## config.mk

```make
export PLATFORM = sky130hd
export DESIGN_NAME = i2c_slave_read_byte_flat
export DESIGN_NICKNAME = d
export VERILOG_FILES = /design/src/rtl/i2c_pkg.sv /design/src/rtl/i2c_slave_read_byte_if.sv /design/src/rtl/i2c_scl_edge_detect.sv /design/src/rtl/i2c_slave_read_byte.sv /design/src/flat_wrapper.sv
export SDC_FILE = /design/constraint.sdc
export NUM_CORES = 1
export LEC_CHECK = 0
export CORE_MARGIN = 2
export CORE_UTILIZATION = 44
export DETAILED_ROUTE_END_ITERATION = 8
export HOLD_SLACK_MARGIN = 0.15
export PLACE_DENSITY = 0.73
export SYNTH_ARGS = -nofsm -noshare
export SYNTH_HDL_FRONTEND = slang
export SYNTH_HIERARCHICAL = 1
export SYNTH_SLANG_ARGS = --single-unit
```

## constraint.sdc

```tcl
create_clock -name clock -period 1.6 [get_ports clock]
set_input_delay 0.32 -clock clock [delete_from_list [all_inputs] [get_ports clock]]
set_output_delay 0.32 -clock clock [all_outputs]
set_load 0.01 [all_outputs]
```

## src/rtl/i2c_pkg.sv

```systemverilog
// Shared definitions for the I2C slave byte datapath blocks.
package i2c_pkg;

  localparam int I2C_BYTE_BITS = 8;

  typedef enum logic [1:0] {
    IDLE      = 2'd0,
    WAIT_RISE = 2'd1,
    HIGH      = 2'd2
  } i2c_rx_state_e;

endpackage

```

## src/rtl/i2c_slave_read_byte_if.sv

```systemverilog
// Handshake between the command FSM, the synchronized bus lines and the byte receiver.
interface i2c_slave_read_byte_if
  import i2c_pkg::*;
#(
  parameter int BITS = I2C_BYTE_BITS
);
  logic            enable;
  logic            scl;
  logic            sda;
  logic [BITS-1:0] data;
  logic            finish;
  logic            error;
  logic            busy;

  modport slave (
    input  enable, scl, sda,
    output data, finish, error, busy
  );

  modport master (
    output enable, scl, sda,
    input  data, finish, error, busy
  );
endinterface

```

## src/rtl/i2c_scl_edge_detect.sv

```systemverilog
// SCL edge detector; scl_last resets high so a line held low out of reset reads as a fall, not a rise.
module i2c_scl_edge_detect (
  input  logic clock,
  input  logic reset,
  input  logic scl,
  output logic rise,
  output logic fall
);
  logic scl_last;

  always_ff @(posedge clock) begin
    if (reset) scl_last <= 1'b1;
    else       scl_last <= scl;
  end

  assign rise = !scl_last &  scl;
  assign fall =  scl_last & !scl;
endmodule

```

## src/rtl/i2c_slave_read_byte.sv

```systemverilog
// I2C slave byte receiver: samples SDA on SCL rise, MSB first, flags SDA moving while SCL is high.
module i2c_slave_read_byte
  import i2c_pkg::*;
#(
  parameter int BITS = I2C_BYTE_BITS
) (
  input  logic                  clock,
  input  logic                  reset,
  i2c_slave_read_byte_if.slave  bus
);
  localparam int CW = (BITS > 1) ? $clog2(BITS) : 1;

  i2c_rx_state_e   state;
  logic [CW-1:0]   cnt;
  logic [BITS-1:0] data_q;
  logic            bit_val;
  logic            finish_q;
  logic            error_q;
  logic            busy_q;
  logic            rise;
  logic            fall;

  i2c_scl_edge_detect u_edge (
    .clock (clock),
    .reset (reset),
    .scl   (bus.scl),
    .rise  (rise),
    .fall  (fall)
  );

  always_ff @(posedge clock) begin
    if (reset) begin
      state    <= IDLE;
      cnt      <= '0;
      data_q   <= '0;
      bit_val  <= 1'b0;
      finish_q <= 1'b0;
      error_q  <= 1'b0;
      busy_q   <= 1'b0;
    end else begin
      finish_q <= 1'b0;
      case (state)
        IDLE: begin
          if (bus.enable) begin
            state   <= WAIT_RISE;
            cnt     <= '0;
            data_q  <= '0;
            error_q <= 1'b0;
            busy_q  <= 1'b1;
          end
        end
        // A high phase already in progress at enable never produces a rise, so it is skipped.
        WAIT_RISE: begin
          if (rise) begin
            data_q  <= (data_q << 1) | BITS'(bus.sda);
            bit_val <= bus.sda;
            state   <= HIGH;
          end
        end
        HIGH: begin
          if (bus.scl && (bus.sda != bit_val)) begin
            error_q <= 1'b1;
            busy_q  <= 1'b0;
            state   <= IDLE;
          end else if (fall) begin
            if (cnt == CW'(BITS - 1)) begin
              finish_q <= 1'b1;
              busy_q   <= 1'b0;
              state    <= IDLE;
            end else begin
              cnt   <= cnt + 1'b1;
              state <= WAIT_RISE;
            end
          end
        end
        default: begin
          state  <= IDLE;
          busy_q <= 1'b0;
        end
      endcase
    end
  end

  assign bus.data   = data_q;
  assign bus.finish = finish_q;
  assign bus.error  = error_q;
  assign bus.busy   = busy_q;
endmodule

```

## src/flat_wrapper.sv

```systemverilog
// flat-port wrapper written by rule: the top's interface ports become plain ports
module i2c_slave_read_byte_flat import i2c_pkg::*;
#(
  parameter int BITS = I2C_BYTE_BITS
)
  (clock, reset, bus_enable, bus_scl, bus_sda, bus_data, bus_finish, bus_error, bus_busy);
  i2c_slave_read_byte_if #(.BITS(BITS)) bus_i ();
  input  logic clock;
  input  logic reset;
  input wire logic [$bits(bus_i.enable)-1:0] bus_enable;
  input wire logic [$bits(bus_i.scl)-1:0] bus_scl;
  input wire logic [$bits(bus_i.sda)-1:0] bus_sda;
  output wire logic [$bits(bus_i.data)-1:0] bus_data;
  output wire logic [$bits(bus_i.finish)-1:0] bus_finish;
  output wire logic [$bits(bus_i.error)-1:0] bus_error;
  output wire logic [$bits(bus_i.busy)-1:0] bus_busy;
  assign bus_i.enable = bus_enable;
  assign bus_i.scl = bus_scl;
  assign bus_i.sda = bus_sda;
  assign bus_data = bus_i.data;
  assign bus_finish = bus_i.finish;
  assign bus_error = bus_i.error;
  assign bus_busy = bus_i.busy;
  i2c_slave_read_byte #(.BITS(BITS)) u_core (.clock(clock), .reset(reset), .bus(bus_i));
endmodule
```

==> report_table.html, run 1 <==
<table>
<tr><th>Metric</th><th>Value</th></tr>
<tr><th colspan="2">Detailed routing</th></tr>
<tr><td>First-pass iteration count of the detailed router</td><td>4</td></tr>
<tr><td>Met2 wire len</td><td>860 um</td></tr>
<tr><td>Antenna Violating Nets Remaining</td><td>0</td></tr>
<tr><td>Total vias in the final route</td><td>749</td></tr>
<tr><td>Via-to-Cell Ratio</td><td>5.24</td></tr>
<tr><td>Routed WL per cell</td><td>13.2 um</td></tr>
<tr><td>Aggregate routed wire length</td><td>1880 um</td></tr>
<tr><td>Number of DRC markers after the initial detailed-route iteration</td><td>12</td></tr>
<tr><td>Count of unresolved DRC violations after routing</td><td>0</td></tr>
<tr><td>Met3 WL</td><td>42 um</td></tr>
<tr><td>Highest metal used</td><td>met4</td></tr>
<tr><td>Routed met1 length</td><td>923 um</td></tr>
<tr><th colspan="2">CTS</th></tr>
<tr><td>Root buffer selected by CTS</td><td>clkbuf_4</td></tr>
<tr><td>H-tree Lvls</td><td>1</td></tr>
<tr><td>Number of sinks on the clock net</td><td>18</td></tr>
<tr><td>Total CTS buffers</td><td>3</td></tr>
<tr><td>TritonCTS clock tree</td><td>built</td></tr>
<tr><td>Clock transition at the registers of the reported paths</td><td>120 ps</td></tr>
<tr><td>Count of hold-fix buffers inserted at cts</td><td>0</td></tr>
<tr><td>Number of buffers on the longest clock path</td><td>2</td></tr>
<tr><td>Clock latency of the later-clocked register in the worst-skew pair</td><td>310 ps</td></tr>
<tr><th colspan="2">Layout</th></tr>
<tr><td>Post-route core utilization</td><td>67.9%</td></tr>
<tr><td>Area of all placed cells without fillers</td><td>1180 um^2</td></tr>
<tr><td>Number of nets in the final layout</td><td>126</td></tr>
<tr><td>Ratio of cells with drive above 1 in the final layout</td><td>28.8%</td></tr>
<tr><td># diodes</td><td>0</td></tr>
<tr><td>Synth-to-layout area growth</td><td>43.7%</td></tr>
<tr><th colspan="2">Synthesis</th></tr>
<tr><td>Most frequent cell after synthesis</td><td>dfxtp_1</td></tr>
<tr><td>Synthesized netlist net count</td><td>96</td></tr>
<tr><td>Primary FF master, synth</td><td>dfxtp_1</td></tr>
<tr><td>Most area-hungry cell type in the Yosys netlist</td><td>dfxtp_1</td></tr>
<tr><td>Number of warnings printed during yosys synthesis</td><td>6</td></tr>
<tr><td>Area share of the largest cell type after synthesis</td><td>43.7%</td></tr>
<tr><td>Top cells by area in the synthesized netlist</td><td>dfxtp_1, a21oi_1, o21ai_0, nand2_1, mux2_1</td></tr>
<tr><td>Portion of the post-synthesis area used by sequential elements</td><td>43.7%</td></tr>
<tr><td>Synth async-reset ratio</td><td>0%</td></tr>
<tr><td>Share of the synthesized netlist area taken by xor and xnor gates</td><td>1.97%</td></tr>
<tr><td>Main combinational cell family by area after synthesis</td><td>simple AND/OR/NAND/NOR gates</td></tr>
<tr><td>Gate Count Post-Synth</td><td>89</td></tr>
<tr><td>Adder-Cell Fraction of Synth Area</td><td>3.03%</td></tr>
<tr><td>Number of enable-type register cells in the synthesized netlist</td><td>0</td></tr>
<tr><td>Leading cell types by count after synthesis</td><td>dfxtp_1, a21oi_1, nand2_1, o21ai_0, nor3b_1</td></tr>
<tr><td>Register bit count reported by yosys</td><td>18</td></tr>
<tr><td>Share of the synthesized area in compound gates (AO/OA/AOI/OAI)</td><td>20.8%</td></tr>
<tr><td>Basic-gate share of the synthesized area counting and, or, nand and nor cells</td><td>20.9%</td></tr>
<tr><td>Mux contribution to synthesized area</td><td>5.77%</td></tr>
<tr><td>Synth Area per Inst</td><td>9.26 um^2</td></tr>
<tr><td>Mapped cell area</td><td>825 um^2</td></tr>
<tr><td>Count of distinct cell types in the synthesized netlist</td><td>29</td></tr>
<tr><th colspan="2">Worst setup path</th></tr>
<tr><td>Reg-to-reg critical path endpoint</td><td>u_core/cnt[1]$_SDFFE_PP0P_</td></tr>
<tr><td>Worst setup path startpoint</td><td>u_core/cnt[0]$_SDFFE_PP0P_</td></tr>
<tr><td>Element type at the critical path start</td><td>flip-flop</td></tr>
<tr><td>Cell family with the largest share of critical-path delay</td><td>flip-flops</td></tr>
<tr><td>Maximum cell stage delay along the critical path</td><td>360 ps</td></tr>
<tr><td>Data arrival time of the critical path</td><td>1880 ps</td></tr>
<tr><td>Critical R2R Launch</td><td>u_core/cnt[0]$_SDFFE_PP0P_</td></tr>
<tr><td>Required time worst endpoint</td><td>1810 ps</td></tr>
<tr><td>Count of cells along the worst register-to-register path</td><td>5</td></tr>
<tr><td>Standard cell with the maximum stage delay on the critical path</td><td>dfxtp_2</td></tr>
<tr><td>Endpoint class of the critical path</td><td>flip-flop</td></tr>
<tr><td>Instance count on the critical path</td><td>5</td></tr>
<tr><td>Register-to-register setup slack</td><td>-70 ps</td></tr>
<tr><td>Start-to-end type of the worst setup path</td><td>flip-flop to flip-flop</td></tr>
<tr><td>Buf/Inv on CP</td><td>0</td></tr>
<tr><td>Most frequent cell on the critical path</td><td>ha_4</td></tr>
<tr><td>Max FO, Critical Path</td><td>3</td></tr>
<tr><td>Ordered cell list for the critical path</td><td>ha_4, ha_4, or2b_1, a211oi_4, mux2_4</td></tr>
<tr><th colspan="2">Power</th></tr>
<tr><td>Combinational share of power</td><td>11.9%</td></tr>
<tr><td>Total power of the final layout</td><td>0.868 mW</td></tr>
<tr><td>Int Power</td><td>0.650 mW</td></tr>
<tr><td>Net load switching power</td><td>0.218 mW</td></tr>
<tr><td>Switching part of the total</td><td>25.1%</td></tr>
<tr><td>Static leakage</td><td>0.444 nW</td></tr>
<tr><td>Part of the total power dissipated in the clock network</td><td>34.5%</td></tr>
<tr><td>Peak ir drop on the vdd network</td><td>493 uV</td></tr>
<tr><td>Power per standard cell area</td><td>732 nW/um^2</td></tr>
<tr><td>Power share of the sequential group</td><td>53.6%</td></tr>
<tr><th colspan="2">Timing</th></tr>
<tr><td>Count of endpoints failing setup in the final report</td><td>3</td></tr>
<tr><td>Portion of the clock cycle consumed by the worst path in the final layout</td><td>104%</td></tr>
<tr><td>Slew headroom</td><td>76.9%</td></tr>
<tr><td>Fmax achieved</td><td>600 MHz</td></tr>
<tr><td>Worst Slack Setup Final</td><td>-67.0 ps</td></tr>
<tr><td>RSZ-0062 raised after global routing</td><td>yes</td></tr>
<tr><td>Max-slew violation count</td><td>0</td></tr>
<tr><td>Final critical-path required period</td><td>1670 ps</td></tr>
<tr><td>Slew at the pin closest to its max-slew limit</td><td>345 ps</td></tr>
<tr><td>Worst setup skew after layout</td><td>5.63 ps</td></tr>
<tr><td>Hold Vio Cnt, Final</td><td>0</td></tr>
<tr><td>Sum Neg Setup Slack</td><td>-193 ps</td></tr>
<tr><th colspan="2">Die</th></tr>
<tr><td>Effective utilization at floorplan</td><td>47.2%</td></tr>
<tr><td>Overall die width</td><td>47.3 um</td></tr>
<tr><td>Height of the die</td><td>47.3 um</td></tr>
<tr><td>Die Area</td><td>2240 um^2</td></tr>
<tr><td>Row count</td><td>15</td></tr>
<tr><td>Top-Level Pins</td><td>16</td></tr>
<tr><td>Placeable Area</td><td>1750 um^2</td></tr>
<tr><th colspan="2">Place</th></tr>
<tr><td>Count of buffers from port buffering</td><td>15</td></tr>
<tr><td>Final estimated routing congestion in global placement</td><td>0.787</td></tr>
<tr><td>Post-detailed-placement half-perimeter wirelength</td><td>1250 um</td></tr>
<tr><td>Placed Instance Area</td><td>1080 um^2</td></tr>
<tr><th colspan="2">GRT</th></tr>
<tr><td>Largest net degree at the start of global routing</td><td>11</td></tr>
<tr><td>First-pass GRT wire length</td><td>2930 um</td></tr>
<tr><td>Remaining Overflow, GRT</td><td>0</td></tr>
<tr><td>Antenna violations before repair</td><td>0</td></tr>
<tr><td>All-layer global routing usage</td><td>19.9%</td></tr>
<tr><td>Via count of the first global-routing pass</td><td>666</td></tr>
<tr><th colspan="2">Worst hold path</th></tr>
<tr><td>Hold Path Class</td><td>input pin to flip-flop</td></tr>
<tr><td>Worst hold path cell count</td><td>3</td></tr>
<tr><td>Hold Startpoint</td><td>bus_scl</td></tr>
<tr><td>Capture endpoint of the worst hold path</td><td>u_core/bus.finish$_SDFF_PP0_</td></tr>
<tr><th colspan="2">Run</th></tr>
<tr><td>Total of max-cap violations</td><td>0</td></tr>
<tr><th colspan="2">Outcome</th></tr>
<tr><td>Violated checks</td><td>setup timing</td></tr>
<tr><td>Result of the run</td><td>finished with violations</td></tr>
</table>
-- layer usage --
metal / GRT usage, % / up-vias
li1: - / 368
met1: 25.1 / 364
met2: 29.7 / 12
met3: 5.00 / 5
met4: 13.3 / 0
met5: 0 / -
-- cell families (layout without fill, tap and decap cells) --
logic type | Yosys count | after routing
buf+inv | 6 | 35
xor+xnor | 1 | 1
mux | 4 | 4
simple gates | 29 | 29
fa+ha+maj | 2 | 2
flops | 18 | 18
compound gates | 29 | 29
-- worst min-delay path, cell delays in order --
cell	delay (ps)
dlymetal6s2s_1	100
buf_4	170
a21oi_1	70
-- state kept, by name, summed over array words and instances (netlist names) --
signal and cells:
u_core/bus.error 1, u_core/cnt 3, u_core/bus.finish 1, u_core/state 2, u_core/bus.busy 1, u_core/u_edge/scl_last 1, u_core/bit_val 1, u_core/bus.data 8
-- through the flow --
step / cells / setup WS (ps) / hold WS [ps]
2_1_floorplan: 89 / 4.78 / 407
3_3_place_gp: 135 / -365 / 454
3_5_place_dp: 135 / -417 / 459
4_1_cts: 141 / -39.3 / 484
5_1_grt: 143 / -108 / 404
6_report: 143 / -67.0 / 390
-- what timing repair did --
action	4_1_cts	5_1_grt
cloned	0	0
setup buffers	2	2
gates resized for setup	7	4
endpoints found under the setup margin	3	11
pin swaps	1	0
-- cells in the final DEF, fill, tap and decap left out, types with 2 or more instances in the layout --
master	count
mux2_4	3
clkbuf_4	3
nor3b_1	4
nor2_1	2
o21a_1	2
nand2b_1	3
nand2_1	9
dfxtp_2	2
nor2b_1	2
dfxtp_1	16
a21oi_1	13
clkdlybuf4s50_1	14
buf_4	15
o21ai_0	9
ha_4	2
-- worst max path at each step --
stage,to,slack (ps)
2_1_floorplan,u_core/cnt[0]$_SDFFE_PP0P_,5
3_3_place_gp,u_core/cnt[1]$_SDFFE_PP0P_,-360
3_5_place_dp,u_core/cnt[2]$_SDFFE_PP0P_,-420
4_1_cts,u_core/cnt[1]$_SDFFE_PP0P_,-40
5_1_grt,u_core/cnt[1]$_SDFFE_PP0P_,-110
6_report,u_core/cnt[1]$_SDFFE_PP0P_,-70
-- power groups by stage --
stage | clock network [mW] | logic (mW) | registers (mW)
2_1_floorplan | 0 | 0.0536 | 0.471
3_3_place_gp | 0 | 0.0942 | 0.475
3_5_place_dp | 0 | 0.0955 | 0.475
4_1_cts | 0.298 | 0.0982 | 0.465
5_1_grt | 0.314 | 0.112 | 0.466
6_report | 0.299 | 0.103 | 0.466
-- final cells by class --
type | count | area [um^2]
Timing Repair Buffer | 30 | 265
Inverter | 1 | 3.75
Fill cell | 146 | 561
Tap cell | 25 | 31.3
Sequential cell | 18 | 363
Clock buffer | 4 | 36.3
Multi-Input combinational cell | 65 | 485
Note: power is estimated with default switching activity, not from simulation.
==> run 2, diff against run 1 <==
--- a/config.mk
+++ b/config.mk
@@ -5,6 +5,7 @@
 export SDC_FILE = /design/constraint.sdc
 export NUM_CORES = 1
 export LEC_CHECK = 0
+export ABC_AREA = 1
 export CORE_MARGIN = 2
 export CORE_UTILIZATION = 44
 export DETAILED_ROUTE_END_ITERATION = 8
==> report_table.html, run 2 <==
<table>
<tr><th>Metric</th><th>Value</th></tr>
<tr><th colspan="2">Layout</th></tr>
<tr><td>Post-route core utilization</td><td>60.9%</td></tr>
<tr><td>Area of all placed cells without fillers</td><td>1060 um^2</td></tr>
<tr><td>Synth-to-layout area growth</td><td>30.0%</td></tr>
<tr><td>Top library cells by usage in the layout, fill and taps aside</td><td>dfxtp_1, clkdlybuf4s50_1, a21oi_1</td></tr>
<tr><td>Most common cell after layout, fill and taps aside</td><td>dfxtp_1</td></tr>
<tr><td>Ratio of cells with drive above 1 in the final layout</td><td>23.4%</td></tr>
<tr><td>Multi-input gate area in the final layout</td><td>390 um^2</td></tr>
<tr><td>Register area</td><td>360 um^2</td></tr>
<tr><td>Count of filler cells inserted in the layout</td><td>171</td></tr>
<tr><td># diodes</td><td>0</td></tr>
<tr><td>Number of nets in the final layout</td><td>137</td></tr>
<tr><td>Number of flip-flops in the largest register</td><td>8</td></tr>
<tr><th colspan="2">Worst setup path</th></tr>
<tr><td>Reg-to-reg critical path endpoint</td><td>u_core/cnt[1]$_SDFFE_PP0P_</td></tr>
<tr><td>Ordered cell list for the critical path</td><td>clkdlybuf4s50_1</td></tr>
<tr><td>Element type at the critical path start</td><td>flip-flop</td></tr>
<tr><td>Critical R2R Launch</td><td>u_core/cnt[0]$_SDFFE_PP0P_</td></tr>
<tr><td>Maximum cell stage delay along the critical path</td><td>550 ps</td></tr>
<tr><td>Endpoint class of the critical path</td><td>output pin</td></tr>
<tr><td>Count of cells along the worst register-to-register path</td><td>8</td></tr>
<tr><td>Start-to-end type of the worst setup path</td><td>flip-flop to output pin</td></tr>
<tr><td>Data arrival time of the critical path</td><td>1190 ps</td></tr>
<tr><td>Register-to-register setup slack</td><td>140 ps</td></tr>
<tr><td>Max FO, Critical Path</td><td>3</td></tr>
<tr><td>Standard cell with the maximum stage delay on the critical path</td><td>clkdlybuf4s50_1</td></tr>
<tr><td>Buf/Inv on CP</td><td>1</td></tr>
<tr><td>Required time worst endpoint</td><td>1280 ps</td></tr>
<tr><td>Cell family with the largest share of critical-path delay</td><td>buffers and inverters</td></tr>
<tr><th colspan="2">CTS</th></tr>
<tr><td>Number of sinks on the clock net</td><td>18</td></tr>
<tr><td>Root buffer selected by CTS</td><td>clkbuf_4</td></tr>
<tr><td>Clock latency of the later-clocked register in the worst-skew pair</td><td>280 ps</td></tr>
<tr><td>H-tree Lvls</td><td>1</td></tr>
<tr><td>Total CTS buffers</td><td>3</td></tr>
<tr><td>Number of buffers on the longest clock path</td><td>2</td></tr>
<tr><td>Clock transition at the registers of the reported paths</td><td>100 ps</td></tr>
<tr><td>TritonCTS clock tree</td><td>built</td></tr>
<tr><td>Post-CTS repair timing setup buffer count</td><td>0</td></tr>
<tr><td>Count of hold-fix buffers inserted at cts</td><td>0</td></tr>
<tr><td>Total of cells resized after clock tree synthesis</td><td>0</td></tr>
<tr><th colspan="2">Place</th></tr>
<tr><td>Worst-case setup slack after placement</td><td>-66.3 ps</td></tr>
<tr><td>Post-detailed-placement half-perimeter wirelength</td><td>1220 um</td></tr>
<tr><td>Count of buffers from port buffering</td><td>15</td></tr>
<tr><td>Placed Instance Area</td><td>1040 um^2</td></tr>
<tr><td>Final estimated routing congestion in global placement</td><td>0.751</td></tr>
<tr><th colspan="2">Synthesis</th></tr>
<tr><td>Mapped cell area</td><td>817 um^2</td></tr>
<tr><td>Top cells by area in the synthesized netlist</td><td>dfxtp_1, a21oi_1, nand2_1, nor2_1, inv_1</td></tr>
<tr><td>Most area-hungry cell type in the Yosys netlist</td><td>dfxtp_1</td></tr>
<tr><td>Count of distinct cell types in the synthesized netlist</td><td>22</td></tr>
<tr><td>Portion of the post-synthesis area used by sequential elements</td><td>44.1%</td></tr>
<tr><td>Gate Count Post-Synth</td><td>105</td></tr>
<tr><td>Synth Area per Inst</td><td>7.78 um^2</td></tr>
<tr><td>Number of enable-type register cells in the synthesized netlist</td><td>0</td></tr>
<tr><td>Synthesized netlist net count</td><td>112</td></tr>
<tr><td>Primary FF master, synth</td><td>dfxtp_1</td></tr>
<tr><td>Register bit count reported by yosys</td><td>18</td></tr>
<tr><td>Synth async-reset ratio</td><td>0%</td></tr>
<tr><td>Area share of the largest cell type after synthesis</td><td>44.1%</td></tr>
<tr><td>Leading cell types by count after synthesis</td><td>dfxtp_1, a21oi_1, nand2_1, nor2_1, inv_1</td></tr>
<tr><td>Number of warnings printed during yosys synthesis</td><td>6</td></tr>
<tr><td>Most frequent cell after synthesis</td><td>dfxtp_1</td></tr>
<tr><th colspan="2">Worst hold path</th></tr>
<tr><td>Hold Path Class</td><td>flip-flop to flip-flop</td></tr>
<tr><td>Hold Startpoint</td><td>u_core/bus.error$_SDFFE_PP0P_</td></tr>
<tr><td>Capture endpoint of the worst hold path</td><td>u_core/bus.error$_SDFFE_PP0P_</td></tr>
<tr><td>Worst hold path cell count</td><td>2</td></tr>
<tr><th colspan="2">Die</th></tr>
<tr><td>Height of the die</td><td>47.1 um</td></tr>
<tr><td>Effective utilization at floorplan</td><td>46.8%</td></tr>
<tr><td>Row count</td><td>15</td></tr>
<tr><td>Placeable Area</td><td>1750 um^2</td></tr>
<tr><td>Overall die width</td><td>47.1 um</td></tr>
<tr><td>Top-Level Pins</td><td>16</td></tr>
<tr><td>Die Area</td><td>2220 um^2</td></tr>
<tr><th colspan="2">Detailed routing</th></tr>
<tr><td>First-pass iteration count of the detailed router</td><td>4</td></tr>
<tr><td>Number of DRC markers after the initial detailed-route iteration</td><td>11</td></tr>
<tr><td>Via-to-Cell Ratio</td><td>4.93</td></tr>
<tr><td>Total vias in the final route</td><td>755</td></tr>
<tr><td>Count of unresolved DRC violations after routing</td><td>0</td></tr>
<tr><td>Antenna Violating Nets Remaining</td><td>0</td></tr>
<tr><td>Routed WL per cell</td><td>10.6 um</td></tr>
<tr><td>Aggregate routed wire length</td><td>1620 um</td></tr>
<tr><th colspan="2">Power</th></tr>
<tr><td>Combinational share of power</td><td>20.6%</td></tr>
<tr><td>Static leakage</td><td>0.465 nW</td></tr>
<tr><td>Peak ir drop on the vdd network</td><td>449 uV</td></tr>
<tr><td>Power per standard cell area</td><td>836 nW/um^2</td></tr>
<tr><td>Int Power</td><td>0.646 mW</td></tr>
<tr><td>Switching part of the total</td><td>27.3%</td></tr>
<tr><td>Total power of the final layout</td><td>0.888 mW</td></tr>
<tr><td>Net load switching power</td><td>0.242 mW</td></tr>
<tr><td>Power share of the sequential group</td><td>55.1%</td></tr>
<tr><td>Part of the total power dissipated in the clock network</td><td>24.3%</td></tr>
<tr><th colspan="2">Timing</th></tr>
<tr><td>Fmax achieved</td><td>661 MHz</td></tr>
<tr><td>Worst Slack Setup Final</td><td>88.0 ps</td></tr>
<tr><td>RSZ-0062 raised after global routing</td><td>no</td></tr>
<tr><td>Slew headroom</td><td>80.5%</td></tr>
<tr><td>Count of endpoints failing setup in the final report</td><td>0</td></tr>
<tr><td>Hold Vio Cnt, Final</td><td>0</td></tr>
<tr><td>Portion of the clock cycle consumed by the worst path in the final layout</td><td>94.5%</td></tr>
<tr><td>Slew at the pin closest to its max-slew limit</td><td>292 ps</td></tr>
<tr><td>Max-slew violation count</td><td>0</td></tr>
<tr><td>Worst setup skew after layout</td><td>3.82 ps</td></tr>
<tr><td>Final critical-path required period</td><td>1510 ps</td></tr>
<tr><th colspan="2">Run</th></tr>
<tr><td>Total of max-cap violations</td><td>0</td></tr>
<tr><th colspan="2">GRT</th></tr>
<tr><td>First-pass GRT wire length</td><td>2710 um</td></tr>
<tr><td>Antenna violations before repair</td><td>0</td></tr>
<tr><td>Remaining Overflow, GRT</td><td>0</td></tr>
<tr><td>All-layer global routing usage</td><td>17.0%</td></tr>
<tr><td>Via count of the first global-routing pass</td><td>675</td></tr>
<tr><td>Largest net degree at the start of global routing</td><td>12</td></tr>
<tr><th colspan="2">Outcome</th></tr>
<tr><td>Result of the run</td><td>completed</td></tr>
</table>
run 2: cell count changes after synthesis, moves of 4 or more:
cell and delta:
nor2_1 +9, inv_1 +9, nand2_2 +5, nor3b_1 -4, nand3_1 +6
run 2: layout make-up:
class	count	area share (%)
multi-input combinational	71	36.7
inverter	15	5.89
tap	25	2.94
sequential	18	33.9
timing repair buffer	21	18.4
clock buffer	3	2.12
run 2: kinds of logic (layout without fill, tap and decap cells):
| group | after synthesis | after routing | synth area share [%] |
|---|---|---|---|
| AOI/OAI and AO/OA | 26 | 26 | 17.3 |
| adders and majority gates | 2 | 2 | 3.06 |
| buffers and inverters | 16 | 39 | 8.12 |
| DFF | 18 | 18 | 44.1 |
| and+or+nand+nor | 43 | 43 | 27.4 |
run 2: worst max-delay path by stage:
stage	to	cells past startpoint	from
2_1_floorplan	u_core/cnt[0]$_SDFFE_PP0P_	8	u_core/cnt[0]$_SDFFE_PP0P_
3_3_place_gp	u_core/bus.data[0]$_SDFFE_PP0P_	8	bus_scl
3_5_place_dp	u_core/bus.data[7]$_SDFFE_PP0P_	8	bus_scl
4_1_cts	bus_data[6]	1	u_core/bus.data[6]$_SDFFE_PP0P_
5_1_grt	u_core/state[0]$_SDFFE_PP0P_	7	u_core/cnt[0]$_SDFFE_PP0P_
6_report	bus_data[6]	1	u_core/bus.data[6]$_SDFFE_PP0P_
run 2: per-stage QoR:
stage | setup TNS, ps | cells | hold WS (ps)
after detailed placement | -435 | 150 | 456
after global placement | -89.2 | 150 | 451
final | 0 | 153 | 467
after floorplan | 0 | 105 | 382
after global routing | 0 | 153 | 495
after CTS | 0 | 153 | 472
run 2: power groups by stage:
stage               clock network (mW)  logic, mW  registers [mW]
floorplan                            0     0.0932           0.508
global placement                     0      0.180           0.500
detailed placement                   0      0.182           0.499
CTS                              0.224      0.184           0.489
global route                     0.240      0.204           0.492
finish                           0.216      0.183           0.489
run 2: routing by layer:
layer	GRT usage [%]	wire (um)
met1	21.7	789
met2	29.9	749
met3	2.31	65
met4	5.00	15
met5	0	0
run 2: worst reg2reg max path, cell delays in order (launching register included):
cell     delay (ps)
dfxtp_1         340
ha_1            200
ha_1            200
inv_1            80
nand2_1          60
o21ai_2         230
nand2_2         130
nand2_1          70
a21oi_1          60
==> run 3, diff against run 2 <==
--- a/config.mk
+++ b/config.mk
@@ -11,6 +11,7 @@
 export DETAILED_ROUTE_END_ITERATION = 8
 export HOLD_SLACK_MARGIN = 0.15
 export PLACE_DENSITY = 0.73
+export REMOVE_ABC_BUFFERS = 1
 export SYNTH_ARGS = -nofsm -noshare
 export SYNTH_HDL_FRONTEND = slang
 export SYNTH_HIERARCHICAL = 1
==> report_table.html, run 3 (synthesis gave the netlist of run 2 again) <==
<table>
<tr><th>Metric</th><th>Value</th></tr>
<tr><th colspan="2">Worst setup path</th></tr>
<tr><td>Ordered cell list for the critical path</td><td>clkdlybuf4s50_1</td></tr>
<tr><td>Standard cell with the maximum stage delay on the critical path</td><td>clkdlybuf4s50_1</td></tr>
<tr><td>Max FO, Critical Path</td><td>3</td></tr>
<tr><td>Buf/Inv on CP</td><td>1</td></tr>
<tr><td>Critical R2R Launch</td><td>u_core/cnt[0]$_SDFFE_PP0P_</td></tr>
<tr><td>Cell family with the largest share of critical-path delay</td><td>buffers and inverters</td></tr>
<tr><td>Maximum cell stage delay along the critical path</td><td>550 ps</td></tr>
<tr><td>Data arrival time of the critical path</td><td>1210 ps</td></tr>
<tr><td>Element type at the critical path start</td><td>flip-flop</td></tr>
<tr><td>Endpoint class of the critical path</td><td>output pin</td></tr>
<tr><td>Start-to-end type of the worst setup path</td><td>flip-flop to output pin</td></tr>
<tr><td>Worst setup path startpoint</td><td>u_core/bus.data[2]$_SDFFE_PP0P_</td></tr>
<tr><td>Required time worst endpoint</td><td>1280 ps</td></tr>
<tr><th colspan="2">GRT</th></tr>
<tr><td>Peak-usage layer in the global routing report</td><td>met2</td></tr>
<tr><td>Grt met2 use</td><td>27.7%</td></tr>
<tr><td>All-layer global routing usage</td><td>18.0%</td></tr>
<tr><td>Remaining Overflow, GRT</td><td>0</td></tr>
<tr><td>Via count of the first global-routing pass</td><td>698</td></tr>
<tr><td>First-pass GRT wire length</td><td>2750 um</td></tr>
<tr><td>Antenna violations before repair</td><td>0</td></tr>
<tr><td>Met1 track demand over resource</td><td>24.3%</td></tr>
<tr><td>Largest net degree at the start of global routing</td><td>12</td></tr>
<tr><td>Global Route met3 Usage</td><td>4.62%</td></tr>
<tr><th colspan="2">Place</th></tr>
<tr><td># placed instances</td><td>147</td></tr>
<tr><td>Count of buffers from port buffering</td><td>15</td></tr>
<tr><td>Final estimated routing congestion in global placement</td><td>0.723</td></tr>
<tr><td>Worst-case setup slack after placement</td><td>-34.2 ps</td></tr>
<tr><td>Post-detailed-placement half-perimeter wirelength</td><td>1270 um</td></tr>
<tr><th colspan="2">CTS</th></tr>
<tr><td>Root buffer selected by CTS</td><td>clkbuf_4</td></tr>
<tr><td>Post-CTS repair timing setup buffer count</td><td>0</td></tr>
<tr><td>TritonCTS clock tree</td><td>built</td></tr>
<tr><td>Clock transition at the registers of the reported paths</td><td>100 ps</td></tr>
<tr><td>Number of buffers on the longest clock path</td><td>2</td></tr>
<tr><td>Total CTS buffers</td><td>3</td></tr>
<tr><td>Number of sinks on the clock net</td><td>18</td></tr>
<tr><td>Clock latency of the later-clocked register in the worst-skew pair</td><td>290 ps</td></tr>
<tr><td>Count of hold-fix buffers inserted at cts</td><td>0</td></tr>
<tr><td>H-tree Lvls</td><td>1</td></tr>
<tr><td>Total of cells resized after clock tree synthesis</td><td>0</td></tr>
<tr><th colspan="2">Layout</th></tr>
<tr><td>Post-route core utilization</td><td>60.4%</td></tr>
<tr><td>Number of nets in the final layout</td><td>134</td></tr>
<tr><td># diodes</td><td>0</td></tr>
<tr><td>Top library cells by usage in the layout, fill and taps aside</td><td>dfxtp_1, clkdlybuf4s50_1, a21oi_1</td></tr>
<tr><td>Ratio of cells with drive above 1 in the final layout</td><td>22.2%</td></tr>
<tr><td>Synth-to-layout area growth</td><td>28.9%</td></tr>
<tr><td>Finished Layout Cells</td><td>151</td></tr>
<tr><td>Number of flip-flops in the largest register</td><td>8</td></tr>
<tr><td>Most common cell after layout, fill and taps aside</td><td>dfxtp_1</td></tr>
<tr><th colspan="2">Die</th></tr>
<tr><td>Placeable Area</td><td>1750 um^2</td></tr>
<tr><td>Row count</td><td>15</td></tr>
<tr><td>Effective utilization at floorplan</td><td>46.8%</td></tr>
<tr><td>Die Area</td><td>2220 um^2</td></tr>
<tr><td>Overall die width</td><td>47.1 um</td></tr>
<tr><td>Top-Level Pins</td><td>16</td></tr>
<tr><td>Height of the die</td><td>47.1 um</td></tr>
<tr><th colspan="2">Timing</th></tr>
<tr><td>Count of endpoints failing setup in the final report</td><td>0</td></tr>
<tr><td>Hold Vio Cnt, Final</td><td>0</td></tr>
<tr><td>Worst setup skew after layout</td><td>2.58 ps</td></tr>
<tr><td>RSZ-0062 raised after global routing</td><td>no</td></tr>
<tr><td>Slew headroom</td><td>80.7%</td></tr>
<tr><td>Final critical-path required period</td><td>1530 ps</td></tr>
<tr><td>Slew at the pin closest to its max-slew limit</td><td>289 ps</td></tr>
<tr><td>Worst hold slack</td><td>478 ps</td></tr>
<tr><td>Max-slew violation count</td><td>0</td></tr>
<tr><td>Portion of the clock cycle consumed by the worst path in the final layout</td><td>95.6%</td></tr>
<tr><td>Worst Slack Setup Final</td><td>69.8 ps</td></tr>
<tr><td>Fmax achieved</td><td>654 MHz</td></tr>
<tr><th colspan="2">Detailed routing</th></tr>
<tr><td>Routed WL per cell</td><td>10.7 um</td></tr>
<tr><td>Number of DRC markers after the initial detailed-route iteration</td><td>17</td></tr>
<tr><td>Count of unresolved DRC violations after routing</td><td>0</td></tr>
<tr><td>Total vias in the final route</td><td>720</td></tr>
<tr><td>First-pass iteration count of the detailed router</td><td>4</td></tr>
<tr><td>Antenna Violating Nets Remaining</td><td>0</td></tr>
<tr><td>Aggregate routed wire length</td><td>1620 um</td></tr>
<tr><td>Via-to-Cell Ratio</td><td>4.77</td></tr>
<tr><th colspan="2">Worst hold path</th></tr>
<tr><td>Hold Path Class</td><td>flip-flop to flip-flop</td></tr>
<tr><td>Hold Startpoint</td><td>u_core/bus.error$_SDFFE_PP0P_</td></tr>
<tr><th colspan="2">Power</th></tr>
<tr><td>Part of the total power dissipated in the clock network</td><td>29.5%</td></tr>
<tr><td>Peak ir drop on the vdd network</td><td>689 uV</td></tr>
<tr><td>Static leakage</td><td>0.459 nW</td></tr>
<tr><td>Switching part of the total</td><td>26.7%</td></tr>
<tr><td>Net load switching power</td><td>0.253 mW</td></tr>
<tr><td>Power share of the sequential group</td><td>51.7%</td></tr>
<tr><td>Power per standard cell area</td><td>899 nW/um^2</td></tr>
<tr><td>Combinational share of power</td><td>18.8%</td></tr>
<tr><td>Int Power</td><td>0.694 mW</td></tr>
<tr><th colspan="2">Run</th></tr>
<tr><td>Total of max-cap violations</td><td>0</td></tr>
<tr><th colspan="2">Outcome</th></tr>
<tr><td>Result of the run</td><td>completed</td></tr>
</table>
run 3: path summary, 6_finish.rpt:
check,to,slack (ps),depth (start not counted)
hold reg to reg,u_core/bus.error$_SDFFE_PP0P_,480,2
setup reg to reg,u_core/cnt[1]$_SDFFE_PP0P_,150,8
hold / removal,u_core/bus.error$_SDFFE_PP0P_,480,2
setup / recovery,bus_data[2],70,1
run 3: final cells by class:
class | instances | area (um^2)
fill | 172 | 692
timing repair buffer | 18 | 173
inverter | 15 | 62.6
sequential | 18 | 360
tap | 25 | 31.3
clock buffer | 4 | 36.3
multi-input combinational | 71 | 390
run 3: per-layer routing:
| layer | up-vias | share of wire [%] |
|---|---|---|
| met5 | - | 0 |
| met4 | 0 | 0.62 |
| met3 | 2 | 3.5 |
| met2 | 15 | 47 |
| met1 | 321 | 49 |
| li1 | 382 | - |
run 3: stage by stage:
stage	total power, mW	TNS (ps)	area (um^2)
after global placement	0.676	-74.8	1020
after global routing	0.993	0	1050
after floorplan	0.600	0	813
after CTS	0.956	0	1050
final	0.948	0	1050
after detailed placement	0.679	-215	1020
run 3: power groups by stage:
stage	registers, mW	logic, mW	clock network (mW)
detailed placement	0.500	0.179	0
finish	0.490	0.178	0.279
floorplan	0.508	0.0925	0
CTS	0.490	0.180	0.287
global placement	0.499	0.176	0
global route	0.494	0.201	0.299
